===== src/rtl/seq_mult_32b.sv =====
// seq_mult_32b: iterative shift-add multiplier producing a signed or unsigned
// 2*WIDTH-bit product in the hi/lo register pair, one bit of multiplier per cycle.
module seq_mult_32b #(
  parameter int WIDTH = 32
) (
  input  logic             clk,
  input  logic             rst_n,
  input  logic             start,
  input  logic             is_signed,
  input  logic [WIDTH-1:0] a,
  input  logic [WIDTH-1:0] b,
  output logic             busy,
  output logic             done,
  output logic [WIDTH-1:0] hi,
  output logic [WIDTH-1:0] lo,
  output logic             zero
);

  localparam int CW = $clog2(WIDTH + 1);

  typedef enum logic [1:0] {
    IDLE,
    RUN,
    FIX,
    DONE
  } state_t;

  state_t           state;
  state_t           state_nxt;
  logic [CW-1:0]    count;
  logic [WIDTH-1:0] mcand;
  logic [WIDTH-1:0] acc;
  logic [WIDTH-1:0] mplr;
  logic             neg;

  logic             accept;
  logic             last_iter;
  logic [WIDTH-1:0] mag_a;
  logic [WIDTH-1:0] mag_b;
  logic [WIDTH:0]   sum;
  logic [WIDTH:0]   lo_neg;
  logic [WIDTH-1:0] hi_neg;
  logic [WIDTH-1:0] fix_hi;
  logic [WIDTH-1:0] fix_lo;

  assign accept    = start && ((state == IDLE) || (state == DONE));
  assign last_iter = (count == CW'(WIDTH - 1));

  // The most negative value maps onto itself, which reads correctly as an unsigned magnitude.
  assign mag_a = (is_signed && a[WIDTH-1]) ? (~a + WIDTH'(1)) : a;
  assign mag_b = (is_signed && b[WIDTH-1]) ? (~b + WIDTH'(1)) : b;

  assign sum = {1'b0, acc} + (mplr[0] ? {1'b0, mcand} : {(WIDTH + 1){1'b0}});

  // Two's complement of {acc,mplr}, carrying out of the low half into the high half.
  assign lo_neg = {1'b0, ~mplr} + (WIDTH + 1)'(1);
  assign hi_neg = ~acc + WIDTH'(lo_neg[WIDTH]);
  assign fix_hi = neg ? hi_neg : acc;
  assign fix_lo = neg ? lo_neg[WIDTH-1:0] : mplr;

  assign busy = (state == RUN) || (state == FIX);
  assign done = (state == DONE);

  always_ff @(posedge clk or negedge rst_n) begin
    if (!rst_n) begin
      state <= IDLE;
    end else begin
      state <= state_nxt;
    end
  end

  always_comb begin
    state_nxt = state;
    case (state)
      IDLE:    if (start) state_nxt = RUN;
      RUN:     if (last_iter) state_nxt = FIX;
      FIX:     state_nxt = DONE;
      DONE:    state_nxt = start ? RUN : IDLE;
      default: state_nxt = IDLE;
    endcase
  end

  always_ff @(posedge clk or negedge rst_n) begin
    if (!rst_n) begin
      count <= '0;
      mcand <= '0;
      acc   <= '0;
      mplr  <= '0;
      neg   <= 1'b0;
    end else if (accept) begin
      count <= '0;
      mcand <= mag_a;
      acc   <= '0;
      mplr  <= mag_b;
      neg   <= is_signed & (a[WIDTH-1] ^ b[WIDTH-1]);
    end else if (state == RUN) begin
      count <= count + CW'(1);
      acc   <= sum[WIDTH:1];
      mplr  <= {sum[0], mplr[WIDTH-1:1]};
    end
  end

  // Result registers update only when a product completes, so partial sums never leak out.
  always_ff @(posedge clk or negedge rst_n) begin
    if (!rst_n) begin
      hi   <= '0;
      lo   <= '0;
      zero <= 1'b0;
    end else if (state == FIX) begin
      hi   <= fix_hi;
      lo   <= fix_lo;
      zero <= ~|{fix_hi, fix_lo};
    end
  end

endmodule


===== config.mk =====
export PLATFORM = sky130hd
export DESIGN_NAME = seq_mult_32b
export DESIGN_NICKNAME = d
export VERILOG_FILES = /design/src/rtl/seq_mult_32b.sv
export SDC_FILE = /design/constraint.sdc
export NUM_CORES = 1
export LEC_CHECK = 0
export BUFFER_PORTS_ARGS = -buffer_cell sky130_fd_sc_hd__buf_2
export CAP_MARGIN = 20
export CORE_MARGIN = 5
export CORE_UTILIZATION = 45
export DETAILED_ROUTE_END_ITERATION = 6
export GPL_TIMING_DRIVEN = 0
export PLACE_DENSITY = 0.71
export REMOVE_ABC_BUFFERS = 1
export SLEW_MARGIN = 15
export SYNTH_ARGS = -nofsm -noshare
export SYNTH_HDL_FRONTEND = slang
export SYNTH_SLANG_ARGS = --single-unit
export TNS_END_PERCENT = 50

===== constraint.sdc =====
create_clock -name clk -period 5.6 [get_ports clk]
set_input_delay 0.56 -clock clk [delete_from_list [all_inputs] [get_ports clk]]
set_output_delay 0.56 -clock clk [all_outputs]
set_load 0.05 [all_outputs]

==> reports/qor.yml <==
die-area_mm2: 0.0297
p_leak_nw: 5.83
finalInstanceArea_mm2: 0.0134
core_area_mm2: 0.0260
synth_top_family_by_area: "simple AND/OR/NAND/NOR gates"
synthXorXnorAreaFrac_pct: 11.3
hold_class: "input pin to asynchronous set/reset pin"
tns_ps: 0
path_clk_slew_ps: 70
final_util_pct: 51.6
maxCapViolations: 0
outcome: "finished clean"
cts_tree: "built"
fill_cells: 2444
synth_area_leaders: "dfrtp_1, xor2_1, o21ai_0"
swShare_pct: 49.8
gp_congestion: 0.916
ioPinCount: 135
slew_headroom_pct: 37.8
first_iter_violations: 711
holdWs_ps: 92.4
power_frac_clock_pct: 14.9
tightest_slew_ps: 932
cts-buffers-inserted: 17
hpwlAfterDp_um: 22100
diodes: 0
power.share.sequential_pct: 30.1
hold_viol_final: 0
num_rows: 59
viasPerCell: 5.55
synth_mux_area_share_pct: 5.40
r2r_start: "mplr[0]"
reg2reg_depth: 15
fin_skew_ps: 11.9
drt_wl_total_um: 29600
io_buffers: 134
synthSimpleGateAreaFrac_pct: 20.7
ys_seq_elements: 170
holdBufCountCts: 0
drive_gt1_share_pct: 13.4
pre_cts_ws_ps: 160
synth.distinct_cells: 65
dr.pass1.iters: 5
cts_max_level: 4
yosysSeqAreaShare_pct: 35.9
ys_async_sr_fraction_pct: 100
area.growth.synth_to_final_pct: 13.2
grt_pass1_vias: 9732
worstPathRequired_ps: 5940
postCtsSetupRepairBufs: 0
r2r_end: "zero"
p_switching_mw: 4.18
fin_nets: 1602
p_comb_share_pct: 55.0
synthesis.area_mm2: 0.0118
layout_commonest_cell: "dfrtp_1"
vias: 10198
rrSetupSlack_ps: 380
start_util_pct: 45.6
cellPowerDensity_mw_per_mm2: 626
fin_crit_sh_pct: 93.2
antenna_found_initial: 0
critical_path_class: "register to register"
total_power_mw: 8.40
root_buffer: "clkbuf_16"
yosys_warnings: 0
cts_max_path_buffers: 2
wl_per_cell_um: 16.1
vdd_drop_max_v: 0.000370
final_antenna_net_count: 0
setup_ws_ps: 380
post_dp_cell_area_mm2: 0.0128
cp_max_fo: 37
finalMaxSlewViolations: 0
synthCells: 1423
rsz0062_at_grt: "no"
overflow: 0
setup.worst_path.end_class: "register"
fp.dieW_um: 172
die_y_um: 172
cts.sinks: 170
synth_top_area_share_pct: 35.9
cts_resized: 0
fmax_ghz: 0.192
grt_max_degree: 102
synthFlopType: "dfrtp_1"
arrival_ps: 5560
setup_viol: 0
synth-edff-count: 0
synth_compound_area_share_pct: 18.0
dp.cells: 1806
stdcell_count: 1838
start_kind: "register"
grt_pass1_wl_um: 48200
intPower_mw: 4.22
clock_latency_ps: 430
final_cell_mix: "dfrtp_1, nand2_1, nor2_1"
synth_fa_ha_area_share_pct: 4.71
drc: 0
avgSynthCellArea_um2: 8.32
synth_area_leader_cell: "dfrtp_1"
finalCriticalPeriod_ps: 5220
grt_usage_pct: 19.8
## metal layers
layer,up-vias,global-route usage (%),wire (um)
met2,209,33.1,14000
met5,-,0,0
met1,4845,26.4,13600
met3,40,3.25,1310
met4,0,6.32,629
li1,5104,-,-
## Yosys cell counts (7+ instances only)
| library cell | n |
|---|---|
| a31oi_1 | 11 |
| nor4_1 | 12 |
| o31ai_1 | 21 |
| a211oi_1 | 9 |
| o41ai_1 | 12 |
| o21a_1 | 7 |
| nor3b_1 | 10 |
| nor2_1 | 146 |
| nand3_1 | 21 |
| a21o_1 | 13 |
| or3_1 | 17 |
| nand4_1 | 17 |
| mux2i_1 | 56 |
| mux2_2 | 7 |
| xor2_1 | 88 |
| o21ai_0 | 126 |
| nor3_1 | 23 |
| inv_1 | 32 |
| nand2_1 | 162 |
| or4_1 | 7 |
| clkbuf_1 | 76 |
| a21oi_1 | 120 |
| dfrtp_1 | 170 |
| and2_1 | 35 |
| buf_1 | 12 |
| nor2b_1 | 10 |
| ha_1 | 43 |
| and3_1 | 7 |
| nand2b_1 | 16 |
| xnor2_1 | 65 |
## layout make-up
cell class                      instances  area, um^2  share of cell area [%]
Clock buffer                           20         447                    3.33
Clock inverter                         12         173                    1.29
Inverter                               32         120                   0.896
Multi-Input combinational cell       1129        7170                    53.5
Sequential cell                       170        4260                    31.8
Tap cell                              335         419                    3.13
Timing Repair Buffer                  140         823                    6.14
## state kept, by name, summed over array words and instances, names as in the netlist
name   count
acc       32
count      6
hi        32
lo        32
mcand     32
mplr      32
neg        1
state      2
zero       1
## worst max-delay path, stage by stage (launching register included)
cell	delay, ps
dfrtp_1	730
inv_1	190
ha_1	350
nand2_1	220
or3_1	560
nor3_2	370
ha_1	340
nand2_1	120
or2_4	270
or3_1	400
or3_1	470
o31ai_4	210
xnor2_1	130
nor4_1	330
nand4_1	160
o32ai_2	280
## logic make-up (layout without fill, tap and decap cells)
logic type | count (synthesis) | count (layout)
buffers and inverters | 124 | 204
xor gates and xnor gates | 153 | 153
and+or+nand+nor | 511 | 511
adders and majority gates | 44 | 44
AOI/OAI and AO/OA | 358 | 358
DFF | 170 | 170
muxes | 63 | 63
## power groups by stage
stage          Combinational, mW  Clock (mW)  Sequential, mW
2_1_floorplan               2.75           0            3.19
3_3_place_gp                4.51           0            2.54
3_5_place_dp                4.61           0            2.53
4_1_cts                     4.64        1.27            2.51
5_1_grt                     5.08        1.33            2.62
6_report                    4.62        1.25            2.53
## worst max-delay path by stage
stage,startpoint,to,slack (ps),depth (start not counted)
floorplan,state[0],mplr[0],960,4
global route,mplr[0],zero,90,15
global placement,state[0],mplr[8],-910,4
finish,mplr[0],zero,380,15
CTS,mplr[5],zero,110,14
detailed placement,mplr[5],zero,160,14
Note: power is estimated with default switching activity, not from simulation.
